File: config.mk
export PLATFORM = sky130hd
export DESIGN_NAME = alu_op_sequencer
export DESIGN_NICKNAME = d
export VERILOG_FILES = /design/src/rtl/alu_op_sequencer.sv
export SDC_FILE = /design/constraint.sdc
export NUM_CORES = 1
export LEC_CHECK = 0
export CAP_MARGIN = 20
export CORE_ASPECT_RATIO = 1.2
export CORE_UTILIZATION = 45
export DETAILED_ROUTE_END_ITERATION = 6
export GPL_ROUTABILITY_DRIVEN = 0
export PLACE_DENSITY = 0.73
export REMOVE_ABC_BUFFERS = 1
export SLEW_MARGIN = 5
export SYNTH_ARGS = -nofsm -noshare
export SYNTH_HDL_FRONTEND = slang
export SYNTH_SLANG_ARGS = --single-unit
File: constraint.sdc
create_clock -name clk -period 2.15 [get_ports clk]
set_input_delay 0.43 -clock clk [delete_from_list [all_inputs] [get_ports clk]]
set_output_delay 0.43 -clock clk [all_outputs]
set_load 0.01 [all_outputs]
File: src/rtl/alu_op_sequencer.sv
// alu_op_sequencer: registered RV32I/vector ALU op decode
// that replays vector ops as LANES-wide element beats.
module alu_op_sequencer #(
  parameter int NUM_ELEMS = 8,
  parameter int LANES     = 2,
  parameter int VL_W      = $clog2(NUM_ELEMS + 1)
) (
  input  logic             clk,
  input  logic             rst_n,
  input  logic             in_valid,
  output logic             in_ready,
  input  logic             R,
  input  logic             I,
  input  logic             U,
  input  logic             VR,
  input  logic             abs,
  input  logic [7:0]       decoded_f3,
  input  logic             f7_eq_0x0,
  input  logic             f7_eq_0x1,
  input  logic             f7_eq_0x20,
  input  logic [VL_W-1:0]  vl,
  output logic             out_valid,
  input  logic             out_ready,
  output logic [3:0]       ALU_op,
  output logic [VL_W-1:0]  elem_idx,
  output logic [LANES-1:0] lane_mask,
  output logic             last,
  output logic             illegal
);

  localparam logic [3:0] OP_ADD   = 4'd0;
  localparam logic [3:0] OP_SUB   = 4'd1;
  localparam logic [3:0] OP_SLL   = 4'd2;
  localparam logic [3:0] OP_SLT   = 4'd3;
  localparam logic [3:0] OP_SLTU  = 4'd4;
  localparam logic [3:0] OP_XOR   = 4'd5;
  localparam logic [3:0] OP_SRL   = 4'd6;
  localparam logic [3:0] OP_SRA   = 4'd7;
  localparam logic [3:0] OP_OR    = 4'd8;
  localparam logic [3:0] OP_AND   = 4'd9;
  localparam logic [3:0] OP_MUL   = 4'd10;
  localparam logic [3:0] OP_DIV   = 4'd11;
  localparam logic [3:0] OP_REM   = 4'd12;
  localparam logic [3:0] OP_ABS   = 4'd13;
  localparam logic [3:0] OP_PASSB = 4'd14;
  localparam logic [3:0] OP_ILL   = 4'd15;

  // One extra bit so idx+lane never wraps.
  localparam int CW = VL_W + 1;
  localparam logic [CW-1:0] C_NE = CW'(NUM_ELEMS);
  localparam logic [CW-1:0] C_LN = CW'(LANES);
  localparam logic [VL_W-1:0] C_STEP = VL_W'(LANES);

  typedef enum logic {
    S_IDLE = 1'b0,
    S_BEAT = 1'b1
  } state_t;

  state_t           r_state;
  logic [3:0]       r_op;
  logic             r_ill;
  logic [VL_W-1:0]  r_idx;
  logic [LANES-1:0] r_mask;
  logic             r_last;
  logic [CW-1:0]    r_vl;

  logic             w_f3_oh;
  logic [3:0]       w_base;
  logic [3:0]       w_alt;
  logic [3:0]       w_mext;
  logic [3:0]       w_op;
  logic             w_ill;
  logic             w_vec;
  logic [CW-1:0]    w_vl;
  logic [CW-1:0]    w_vleff;
  logic             w_drop;
  logic [LANES-1:0] w_mask0;
  logic             w_last0;
  logic             w_fire;
  logic             w_load;
  logic [VL_W-1:0]  w_nidx;
  logic [LANES-1:0] w_nmask;
  logic             w_nlast;

  function automatic logic [LANES-1:0] f_mask(
    input logic [CW-1:0] base,
    input logic [CW-1:0] lim
  );
    logic [LANES-1:0] m;
    m = '0;
    for (int j = 0; j < LANES; j++) begin
      m[j] = (base + CW'(j)) < lim;
    end
    return m;
  endfunction

  assign w_f3_oh = $onehot(decoded_f3);

  // funct3 table for base, funct7=0x20 and funct7=0x01 variants
  always_comb begin
    w_base = OP_ILL;
    w_alt  = OP_ILL;
    w_mext = OP_ILL;
    if (w_f3_oh) begin
      unique case (1'b1)
        decoded_f3[0]: begin
          w_base = OP_ADD;
          w_alt  = OP_SUB;
          w_mext = OP_MUL;
        end
        decoded_f3[1]: w_base = OP_SLL;
        decoded_f3[2]: w_base = OP_SLT;
        decoded_f3[3]: w_base = OP_SLTU;
        decoded_f3[4]: begin
          w_base = OP_XOR;
          w_mext = OP_DIV;
        end
        decoded_f3[5]: begin
          w_base = OP_SRL;
          w_alt  = OP_SRA;
        end
        decoded_f3[6]: begin
          w_base = OP_OR;
          w_mext = OP_REM;
        end
        decoded_f3[7]: w_base = OP_AND;
        default: ;
      endcase
    end
  end

  // Class priority: abs > U > R/VR > I > address add
  always_comb begin
    w_op = OP_ADD;
    if (abs) begin
      w_op = OP_ABS;
    end else if (U) begin
      w_op = OP_PASSB;
    end else if (R | VR) begin
      if (f7_eq_0x0)       w_op = w_base;
      else if (f7_eq_0x20) w_op = w_alt;
      else if (f7_eq_0x1)  w_op = w_mext;
      else                 w_op = OP_ILL;
    end else if (I) begin
      if (w_f3_oh && decoded_f3[5] && f7_eq_0x20)
        w_op = OP_SRA;
      else
        w_op = w_base;
    end
  end

  assign w_ill   = (w_op == OP_ILL);
  assign w_vec   = VR & ~w_ill;
  assign w_vl    = CW'(vl);
  assign w_vleff = (w_vl > C_NE) ? C_NE : w_vl;
  assign w_drop  = w_vec & (w_vleff == '0);
  assign w_mask0 = w_ill ? '0 :
                   w_vec ? f_mask('0, w_vleff) : '1;
  assign w_last0 = ~w_vec | (w_vleff <= C_LN);

  assign out_valid = (r_state == S_BEAT);
  assign w_fire    = out_valid & out_ready;
  assign in_ready  = ~out_valid | (w_fire & r_last);
  assign w_load    = in_valid & in_ready;

  assign w_nidx  = r_idx + C_STEP;
  assign w_nmask = f_mask(CW'(w_nidx), r_vl);
  assign w_nlast = (CW'(w_nidx) + C_LN) >= r_vl;

  assign ALU_op    = r_op;
  assign elem_idx  = r_idx;
  assign lane_mask = r_mask;
  assign last      = r_last;
  assign illegal   = r_ill;

  // Load on accept, step element beats on consume
  always_ff @(posedge clk or negedge rst_n) begin
    if (!rst_n) begin
      r_state <= S_IDLE;
      r_op    <= OP_ADD;
      r_ill   <= 1'b0;
      r_idx   <= '0;
      r_mask  <= '0;
      r_last  <= 1'b0;
      r_vl    <= '0;
    end else if (w_load) begin
      if (w_drop) begin
        r_state <= S_IDLE;
      end else begin
        r_state <= S_BEAT;
        r_op    <= w_op;
        r_ill   <= w_ill;
        r_idx   <= '0;
        r_mask  <= w_mask0;
        r_last  <= w_last0;
        r_vl    <= w_vleff;
      end
    end else if (w_fire) begin
      if (r_last) begin
        r_state <= S_IDLE;
      end else begin
        r_idx  <= w_nidx;
        r_mask <= w_nmask;
        r_last <= w_nlast;
      end
    end
  end

endmodule

======== Yosys cells after proc, flatten, opt, wreduce, memory -nomap -nowiden ========
Cells that the tools add are included.
Widths: inputs -> output; s select.
operators by class
  add/subtract/negate cells ............... 10
  multipliers ............................. 0
  divide/modulo/power cells ............... 0
  order comparisons ....................... 7
  equal/unequal tests ..................... 4
  shifts and indexed selects .............. 0
  mux-type cells .......................... 33
  bitwise operators ....................... 12
  reduce and logical (&&, ||, !) cells .... 9
operator list
  kind                 number
  $mux 4               15
  $pmux 4 s8           1
  $mux 2               6
  $pmux 3 s3           1
  $add 1x1->2          4
  $lt 1x4->1 const A   2
  $mux 1               8
  $pmux 4 s2           1
  $add 2x2->3          2
  $reduce_and 2->1     3
  $add 4x1->5 const B  1
  $add 4x2->5 const B  1
  $and 1x1->1          5
  $ge 5x5->1           1
  $logic_not 5->1      1
  $lt 4x5->1           1
  $lt 5x5->1           1
  $add 3x3->4          1
  $add 4x2->4 const B  1
  $eq 4x1->1 const B   1
  $eq 4x4->1 const B   1
  $gt 4x4->1 const B   1
  $le 4x2->1 const B   1
  $not 1->1            4
  other kinds (7)      11
word-level totals
  flip-flop bits (word level) ............. 18
  latch bits .............................. 0
  RAM bits ................................ 0
  bits in read-only memories .............. 0
  output and inout port bits .............. 14
  word-level logic and storage cells ...... 82
  memories ................................ 0

======== Logic depth before layout (Yosys ltp) ========
Gate-level depths: netlist (run 1).
  depth in word-level cells ............... 18
  mapped depth ............................ 14
  depth with buffers taken out ............ 14

======== Worst setup path before layout (run 1) ========
Ideal clock, no wire load.
  kind .................................... input to register
  start point ............................. in decoded_f3[0]
  end point ............................... reg r_idx[2] (netlist: elem_idx[2])
  arrival ................................. 3930 ps
  required time ........................... 2003 ps
  setup slack ............................. -1927 ps
  stages on the path ...................... 14
  cell sequence ........................... inv_1 -> fa_1 -> fa_1 -> fa_1 -> inv_1 -> ha_1 -> inv_1 -> fa_1 -> and3b_1 -> a41oi_1 -> or2b_1 -> o41a_1 -> nor4_4 -> o32ai_1
between the ends
  word-level cells in the longest chain between the ends .. 17
  elaborated cells on any way between the ends .. 26
  those cells by class .................... add/sub (3); eq/ne (3); mux (14); bitwise (3); reduce/logical (3)
RTL lines
  what                                         line      source
  start, declared                              17        input logic [7:0] decoded_f3,
  $add 1x1->2 (not written as such)            97        assign w_f3_oh = $onehot(decoded_f3);
  $add 2x2->3 (not written as such)            97
  $add 3x3->4 (not written as such)            97
  $eq 4x1->1                                   97
  $mux 3 or $logic_and 1x1->1 (tied branches)  104, 145
  $mux 4 or $logic_and 1x1->1 (tied branches)  142, 145
  $mux 4 (on tied branches)                    141, 145
  $mux 4 (on tied branches)                    140, 144
  $mux 4 (*)                                   139       end else if (R | VR) begin
  $mux 4 (*)                                   137       end else if (U) begin
  $mux 4 (*)                                   135       if (abs) begin
  $eq 4x4->1 (*)                               152       assign w_ill = (w_op == OP_ILL);
  $not 1->1 (*)                                153       assign w_vec = VR & ~w_ill;
  $and 1x1->1 (*)                              153
  $and 1x1->1 (*)                              156       assign w_drop = w_vec & (w_vleff == '0);
  $ne 2x2->1 (no source line) (*)              n/a
  $reduce_and 3->1 (no source line) (*)        n/a
  end signal, assigned                         202       r_idx <= w_nidx;
  end, declared                                62        logic [VL_W-1:0] r_idx;
Mark *: on every way between the ends. The rest lies on a longest branch, timed or not.
A chain may end at the register's enable or synchronous reset.

======== Final worst setup path (run 1) ========
  start point ............................. in decoded_f3[3]
  end point ............................... reg r_idx[3] (netlist: elem_idx[3])
Same word-level chain as after synthesis.

==> results of run 1 <==
-- stage by stage --
step                      TNS, ns  util [%]
after global routing       -29.53      77.4
after floorplan            -29.15         -
final                      -27.35      77.4
after global placement     -38.90      71.0
after CTS                  -27.46      74.3
after detailed placement   -40.54      71.0
-- what timing repair did --
| action | CTS | global route |
|---|---|---|
| pin swaps | 13 | 10 |
| hold buffers | 0 | 0 |
| setup buffers | 4 | 4 |
| gates resized for setup | 27 | 19 |
| endpoints found under the setup margin | 16 | 16 |
-- placed cells by master (no fill, tap or decap), types with 4 or more instances in the layout --
master	instances
a21oi_1	4
buf_4	48
buf_6	5
clkdlybuf4s50_1	32
dfrtp_1	16
fa_1	4
ha_1	13
inv_1	15
inv_2	5
nand2_1	8
nand2b_1	5
nand3_1	5
nor2_1	13
nor3_1	7
o21ai_0	5
-- cell families after synthesis --
group | after synthesis | share of synthesized area (%)
and+or+nand+nor | 65 | 25.0
DFF | 16 | 26.0
adders and majority gates | 18 | 16.6
buffers and inverters | 25 | 6.90
other | 1 | 0.243
xor gates and xnor gates | 3 | 1.71
AOI/OAI and AO/OA | 48 | 23.6
-- worst max-delay path: stages --
cell and delay, ns:
buf_8 0.08, inv_4 0.03, fa_1 0.54, fa_1 0.42
fa_1 0.43, inv_1 0.07, ha_2 0.19, inv_2 0.04
fa_1 0.44, and4b_1 0.22, a41oi_2 0.24, or2b_1 0.29
o41a_1 0.19, nor4_4 0.27, buf_6 0.18, o32ai_2 0.07
-- power by group through the flow --
stage,registers [µW],clock network (µW),logic [µW]
3_5_place_dp,509,0,1320
2_1_floorplan,539,0,691
4_1_cts,503,208,1370
3_3_place_gp,501,0,1270
6_report,503,206,1460
5_1_grt,516,220,1610
-- metal layers --
layer	track usage [%]	vias to the layer above	part of all wire, %
met2	55.1	71	55
met1	27.4	855	37
li1	-	826	-
met4	14.7	0	3.9
met3	3.13	23	3.6
met5	0	-	0
-- final cells by class --
type                       count  area share (%)
timing repair buffer          87            31.2
tap                           36            1.84
sequential                    16            16.3
clock buffer                   4            1.48
inverter                      21            3.32
multi-input combinational    135            45.8
-- flip-flops by register name (all words and copies together), names as in the netlist --
name / cells
ALU_op: 4
elem_idx: 3
illegal: 1
lane_mask: 2
last: 1
out_valid: 1
r_vl: 4
-- final timing paths --
check	startpoint	endpoint	slack, ns	cells past startpoint
max in group asynchronous	rst_n	r_vl[2]	1.50	2
worst min-delay path	rst_n	lane_mask[0]	0.46	2
worst min register to register	illegal	illegal	0.51	2
worst max register to register	elem_idx[2]	last	0.13	7
min in group clk	illegal	illegal	0.51	2
worst max-delay path	decoded_f3[3]	elem_idx[3]	-1.79	16
==> results_dict.tcl, run 1 <==
set metrics [dict create \
    dp.cells 288 \
    first_iter_violations 75 \
    cts_tree "done" \
    async_flop_share_pct 100 \
    min_period_ns 3.94 \
    setup_viol 16 \
    via_count 1775 \
    netlist_area_um2 1540 \
    antenna_found_initial 0 \
    p_switching_uw 909 \
    worstSetupPathType "input port to flop" \
    avgSynthCellArea_um2 8.75 \
    grt_usage_pct 27.5 \
    synth_area_leaders "dfrtp_1, ha_1, fa_1, inv_1, nor2_1" \
    final_nets 306 \
    grt_pass1_vias 1832 \
    dpl_cell_area_um2 2250 \
    hold_class "input port to asynchronous set/reset pin" \
    drive_gt1_share_pct 34.6 \
    gr-total-overflow 0 \
    diodes 0 \
    layout_setup_ws_ns -1.79 \
    netlist_instances 176 \
    clk_pin_slew_worst_paths_ns 0.11 \
    initial_utilization_pct 48.7 \
    yosysTopAreaCell "dfrtp_1" \
    pre_cts_ws_ns -2.59 \
    num-fill-cells 225 \
    tightestPinTransition_ns 0.522 \
    multi_input_area_um2 1120 \
    synth-edff-count 0 \
    port_buffers 36 \
    die_h_um 66.1 \
    finalMaxSlewViolations 0 \
    p_leak_uw 0.00112 \
    cp.required_ns 2.32 \
    grt_max_degree 17 \
    ys.flop_type "dfrtp_1" \
    detail-route-antenna-nets 0 \
    numCtsBuffers 3 \
    ios 38 \
    fmax_mhz 254 \
    skew_ns 0.00622 \
    wl_per_cell_um 16.3 \
    ir_drop_mv 0.771 \
    fp.coreArea_um2 3170 \
    design_power_total_uw 2170 \
    worstSetupStartpointType "input port" \
    fin_crit_sh_pct 183 \
    ys_ff_latch 16 \
    p_sw_share_pct 41.9 \
    clockBufferDepth 2 \
    p_clk_share_pct 9.5 \
    fp-row-count 22 \
    yosysMostFrequentCell "inv_1" \
    combPwrFrac_pct 67.3 \
    firstDrtPassIters 7 \
    power.density_nw_per_um2 886 \
    drt_wl_total_um 4870 \
    fin_area_um2 2450 \
    cp.arrival_ns 4.11 \
    synth_top_area_share_pct 26.0 \
    fp.dieW_um 55.4 \
    pwr-share-seq_pct 23.2 \
    synth_common_cells "inv_1, dfrtp_1, ha_1, nor2_1, nand2_1" \
    finalNonFillerCells 299 \
    endpoint_kind "flop" \
    die_area_um2 3660 \
    synth.distinct_cells 60 \
    ys_warn_count 0 \
    htreeDepth 1 \
    violations "setup timing" \
    grt_setup_unrepaired "yes" \
    cts_sinks 16 \
    relSlewSlack_pct 64.3 \
    drv_cap 0 \
    status "complete, but fails checks" \
    root_buffer "clkbuf_4" \
    ys_seq_area_share_pct 26.0 \
    clk_latency_ns 0.29 \
    grt_pass1_wl_um 7950 \
    post_drt_via_cell_ratio 5.94 \
    internal_power_uw 1260 \
    hold_viol_final 0 \
    syn2layout_area_growth_pct 59.1 \
    drc 0 \
    seq_area_um2 400 \
    holdWs_ns 0.460 \
    hpwl_um 3660 \
    cp_max_fo 8 \
]
No activity file was read; power rests on OpenSTA's default activity.
==> inputs of run 2 (changes only) <==
--- a/config.mk
+++ b/config.mk
@@ -10,7 +10,7 @@
 export CORE_UTILIZATION = 45
 export DETAILED_ROUTE_END_ITERATION = 6
 export GPL_ROUTABILITY_DRIVEN = 0
-export PLACE_DENSITY = 0.73
+export PLACE_DENSITY_LB_ADDON = 0.12
 export REMOVE_ABC_BUFFERS = 1
 export SLEW_MARGIN = 5
 export SYNTH_ARGS = -nofsm -noshare
==> constraint.sdc (replaced) <==
create_clock -name clk -period 3.65 [get_ports clk]
set_input_delay 0.73 -clock clk [delete_from_list [all_inputs] [get_ports clk]]
set_output_delay 0.73 -clock clk [all_outputs]
set_load 0.01 [all_outputs]
==> run 2 against run 1 <==
The flow still finishes with violations (setup timing). Sequential power down 40%. Routed wire length is 7.3% lower. Clock skew grew 0.0015 ns. Critical path depth stayed put. Global-route usage decreased by 2.1 points. Worst hold slack gained 0.037 ns. Critical endpoint is now r_vl[2]. Combinational power decreased by 43%. Largest cell class unchanged. Die area unchanged. Register-to-register slack better by 1.3 ns. Sequential share of layout area is 1.2 points higher.
==> results_dict.tcl, run 2 (synthesis results as in run 1) <==
set metrics [dict create \
    grt_pass1_vias 1725 \
    drt_wl_total_um 4510 \
    detail-route-antenna-nets 0 \
    fp.dieW_um 55.4 \
    fin_crit_sh_pct 115 \
    violations "setup timing" \
    wl_per_cell_um 16.4 \
    dp.cells 266 \
    finalSetupTns_ns -7.72 \
    numCtsBuffers 3 \
    antenna_found_initial 0 \
    hold_class "flop to flop" \
    final_nets 283 \
    grt_pass1_wl_um 7290 \
    hold_viol_final 0 \
    p_switching_uw 534 \
    drv_cap 0 \
    drc 0 \
    final_common_cell "clkdlybuf4s50_1" \
    p_sw_share_pct 42.9 \
    skew_ns 0.00776 \
    post_drt_via_cell_ratio 6.06 \
    num-fill-cells 251 \
    cts_tree "done" \
    tightestPinTransition_ns 0.734 \
    combPwrFrac_pct 66.4 \
    mostFrequentLayoutCells "clkdlybuf4s50_1, buf_4, dfrtp_1" \
    die_area_um2 3660 \
    drive_gt1_share_pct 28.7 \
    layout_setup_ws_ns -0.552 \
    die_h_um 66.1 \
    fin_util_pct 72.1 \
    clk_latency_ns 0.28 \
    worstSetupStartpointType "input port" \
    worstSetupPathType "input port to flop" \
    syn2layout_area_growth_pct 48.3 \
    root_buffer "clkbuf_4" \
    min_period_ns 4.20 \
    grt_setup_unrepaired "yes" \
    finalNonFillerCells 276 \
    grt_usage_pct 25.4 \
    hpwl_um 3530 \
    diodes 0 \
    clk_pin_slew_worst_paths_ns 0.09 \
    ir_drop_mv 0.460 \
    fp-row-count 22 \
    cp.arrival_ns 4.35 \
    initial_utilization_pct 48.7 \
    cp_max_fo 6 \
    internal_power_uw 710 \
    htreeDepth 1 \
    grt_max_degree 17 \
    relSlewSlack_pct 50.9 \
    via_count 1672 \
    p_clk_share_pct 9.2 \
    p_leak_uw 0.00100 \
    ios 38 \
    first_iter_violations 51 \
    fmax_mhz 238 \
    cp.required_ns 3.80 \
    firstDrtPassIters 4 \
    cts_sinks 16 \
    status "complete, but fails checks" \
    holdWs_ns 0.497 \
    gr-total-overflow 0 \
    power.density_nw_per_um2 545 \
    pwr-share-seq_pct 24.4 \
    endpoint_kind "flop" \
    finalMaxSlewViolations 0 \
    pre_cts_ws_ns -1.43 \
    setup_viol 16 \
    hold_buffers 0 \
    port_buffers 36 \
    fp.coreArea_um2 3170 \
    clockBufferDepth 2 \
]
[run 2: cell types whose count changed in the layout (fill, tap and decap cells not counted), moves of 2 or more]
cell	previous run	this run
o31ai_1	3	1
a21oi_4	2	0
buf_4	48	26
o31ai_2	0	2
[run 2: what timing repair did]
| item | in CTS | in global routing |
|---|---|---|
| pin swaps | 16 | 8 |
| resized for setup | 31 | 15 |
| buffers inserted | 3 | 4 |
| endpoints found under the setup margin | 16 | 16 |
[run 2: metal layers]
layer / up-vias / track usage, % / wire length (µm)
li1: 780 / - / -
met1: 795 / 24.2 / 1610
met2: 75 / 51.1 / 2510
met3: 22 / 3.33 / 215
met4: 0 / 15.3 / 172
met5: - / 0 / 0
[run 2: path summary, 6_finish.rpt]
path	startpoint	to	slack, ns	cells past startpoint
max	decoded_f3[0]	r_vl[2]	-0.55	16
min	illegal	illegal	0.50	2
max reg2reg	elem_idx[1]	lane_mask[1]	1.44	9
min reg2reg	illegal	illegal	0.50	2
max in group asynchronous	rst_n	last	2.31	1
min in group asynchronous	rst_n	out_valid	0.87	1
[run 2: per-stage QoR]
| step | cell area (µm²) | power [µW] |
|---|---|---|
| finish | 2280 | 1240 |
| CTS | 2190 | 1200 |
| detailed placement | 2080 | 1050 |
| global route | 2280 | 1350 |
| global placement | 2080 | 1000 |
| floorplan | 1510 | 725 |
[run 2: area by class of cell]
cell class	count	area, µm²	area share [%]
Clock buffer	4	36.3	1.59
Sequential cell	16	400	17.5
Inverter	21	81.3	3.56
Timing Repair Buffer	64	588	25.8
Tap cell	36	45.0	1.97
Multi-Input combinational cell	135	1130	49.6
[run 2: critical path, stage by stage]
cell and delay, ns:
buf_8 0.08, inv_4 0.03, fa_1 0.54, fa_1 0.42, fa_1 0.49, inv_1 0.04, ha_2 0.17, inv_2 0.05
fa_1 0.41, and4b_1 0.21, a41oi_2 0.23, or2b_1 0.27, o41a_1 0.16, nor4_4 0.27, buf_6 0.17, o31ai_1 0.07
[run 2: power by group through the flow]
stage               registers (µW)  logic, µW  clock network, µW
CTS                            302        783                116
finish                         304        826                114
detailed placement             306        741                  0
floorplan                      317        407                  0
global placement               302        702                  0
global route                   313        912                124
==> inputs of run 3 (changes only) <==
--- a/config.mk
+++ b/config.mk
@@ -10,9 +10,8 @@
 export CORE_UTILIZATION = 45
 export DETAILED_ROUTE_END_ITERATION = 6
 export GPL_ROUTABILITY_DRIVEN = 0
-export PLACE_DENSITY_LB_ADDON = 0.12
+export PLACE_DENSITY_LB_ADDON = 0.25
 export REMOVE_ABC_BUFFERS = 1
-export SLEW_MARGIN = 5
 export SYNTH_ARGS = -nofsm -noshare
 export SYNTH_HDL_FRONTEND = slang
 export SYNTH_SLANG_ARGS = --single-unit
==> run 3 against run 2 <==
The flow still finishes with violations (setup timing). Non-clock buffer count is 5 lower. First-iteration DRC count is 5.9% higher. Combinational power is 5.1% lower.
==> results_dict.tcl, run 3 (synthesis results as in run 1) <==
set metrics [dict create \
    status "complete, but fails checks" \
    violations "setup timing" \
    clockBufferDepth 2 \
    wl_per_cell_um 16.3 \
    port_buffers 36 \
    cp.required_ns 3.81 \
    layout_setup_ws_ns -0.638 \
    cp_max_fo 3 \
    worstSetupPathType "input port to flop" \
    p_clk_share_pct 9.9 \
    worstSetupStartpointType "input port" \
    via_count 1644 \
    finalSetupTns_ns -8.87 \
    detail-route-antenna-nets 0 \
    finalMaxSlewViolations 0 \
    path_common_cell "fa_1" \
    numCtsBuffers 3 \
    fin_area_um2 2220 \
    p_sw_share_pct 42.0 \
    post_drt_via_cell_ratio 6.07 \
    final_common_cell "clkdlybuf4s50_1" \
    final_nets 278 \
    path_buf_inv 5 \
    die_area_um2 3660 \
    firstDrtPassIters 5 \
    crit_path_start "decoded_f3[0]" \
    tightestPinTransition_ns 0.748 \
    hold_buffers 0 \
    ios 38 \
    gr-total-overflow 0 \
    clk_pin_slew_worst_paths_ns 0.10 \
    grt_use_met2_pct 54.1 \
    fmax_mhz 233 \
    use_met3_pct 2.94 \
    path_cells "buf_8, inv_4, fa_1, fa_1, fa_1, inv_2, ha_4, inv_2, fa_1, and4b_1, a41oi_2, or2b_1, o41a_1, buf_4, o311ai_2, o211ai_1" \
    grt_usage_pct 25.7 \
    grt_busiest_layer "met2" \
    drc 0 \
    initial_utilization_pct 48.7 \
    num-fill-cells 247 \
    mostFrequentLayoutCells "clkdlybuf4s50_1, buf_4, dfrtp_1" \
    relSlewSlack_pct 50.0 \
    met1_usage_pct 25.3 \
    min_period_ns 4.29 \
    first_iter_violations 54 \
    endpoint_kind "flop" \
    cts_sinks 16 \
    worstHoldStart "ALU_op[1]" \
    multi_input_area_um2 1110 \
    cp_slowest_stage_delay_ns 0.55 \
    antenna_found_initial 0 \
    fp.coreArea_um2 3170 \
    skew_ns 0.00204 \
    root_buffer "clkbuf_4" \
    fp.dieW_um 55.4 \
    dpl_cell_area_um2 2070 \
    drt_wl_total_um 4420 \
    grt_max_degree 17 \
    p_leak_uw 0.000964 \
    crit_path_top_delay_cell "fa_1" \
    grt_pass1_vias 1675 \
    p_switching_uw 506 \
    htreeDepth 1 \
    drive_gt1_share_pct 25.5 \
    hold_class "flop to flop" \
    hold_viol_final 0 \
    seq_area_um2 400 \
    fin_crit_sh_pct 117 \
    diodes 0 \
    crit_family "adder cells" \
    power.density_nw_per_um2 543 \
    cp.arrival_ns 4.45 \
    syn2layout_area_growth_pct 44.1 \
    drv_cap 0 \
    pwr-share-seq_pct 25.0 \
    grt_setup_unrepaired "yes" \
    combPwrFrac_pct 65.0 \
    grt_pass1_wl_um 7430 \
    setup_viol 16 \
    cts_tree "done" \
    internal_power_uw 699 \
    die_h_um 66.1 \
    hpwl_um 3550 \
    regToRegStartpoint "last" \
    clk_latency_ns 0.29 \
    ir_drop_mv 0.478 \
    fp-row-count 22 \
]
-- run 3: cell count changes in the layout (fill, tap and decap cells not counted), sizes merged --
| cell | before | now |
|---|---|---|
| clkdlybuf4s50 | 32 | 33 |
| dlymetal6s2s | 1 | 0 |
| buf | 31 | 26 |
-- run 3: layer usage --
layer	wire (µm)	share of wire (%)
met1	1630	37
met2	2510	57
met3	195	4.4
met4	72	1.6
met5	0	0
-- run 3: power by group through the flow --
| stage | clock network [µW] | logic (µW) | registers [µW] |
|---|---|---|---|
| finish | 120 | 784 | 301 |
| global route | 132 | 873 | 313 |
| CTS | 121 | 765 | 301 |
| detailed placement | 0 | 726 | 304 |
| global placement | 0 | 690 | 300 |
| floorplan | 0 | 407 | 317 |
-- run 3: final timing paths --
check,endpoint,slack (ns),cells past startpoint
worst max-delay path,last,-0.64,16
worst min-delay path,ALU_op[1],0.52,1
worst max register to register,lane_mask[1],1.44,6
worst min register to register,ALU_op[1],0.52,1
max in group asynchronous,ALU_op[3],2.31,1
min in group asynchronous,elem_idx[3],0.87,1
-- run 3: timing repair --
item,in CTS,in global routing
buffers inserted,1,2
endpoints found under the setup margin,16,16
cloned,0,0
gates resized for setup,31,9
pin swaps,17,9
-- run 3: cell type report --
class	instances	share of cell area (%)
Clock buffer	4	1.63
Tap cell	36	2.03
Sequential cell	16	18.0
Timing Repair Buffer	59	24.7
Inverter	21	3.78
Multi-Input combinational cell	135	49.8
-- run 3: per-stage QoR --
step / util (%) / setup WS [ns] / hold WS, ns / cells / power, µW
floorplan: - / -0.727 / 0.434 / 172 / 725
detailed placement: 65.3 / -1.43 / 0.487 / 264 / 1030
CTS: 68.5 / -0.619 / 0.522 / 269 / 1190
finish: 70.1 / -0.638 / 0.517 / 271 / 1210
global placement: 65.3 / -1.32 / 0.468 / 264 / 990
global route: 70.1 / -0.713 / 0.549 / 271 / 1320
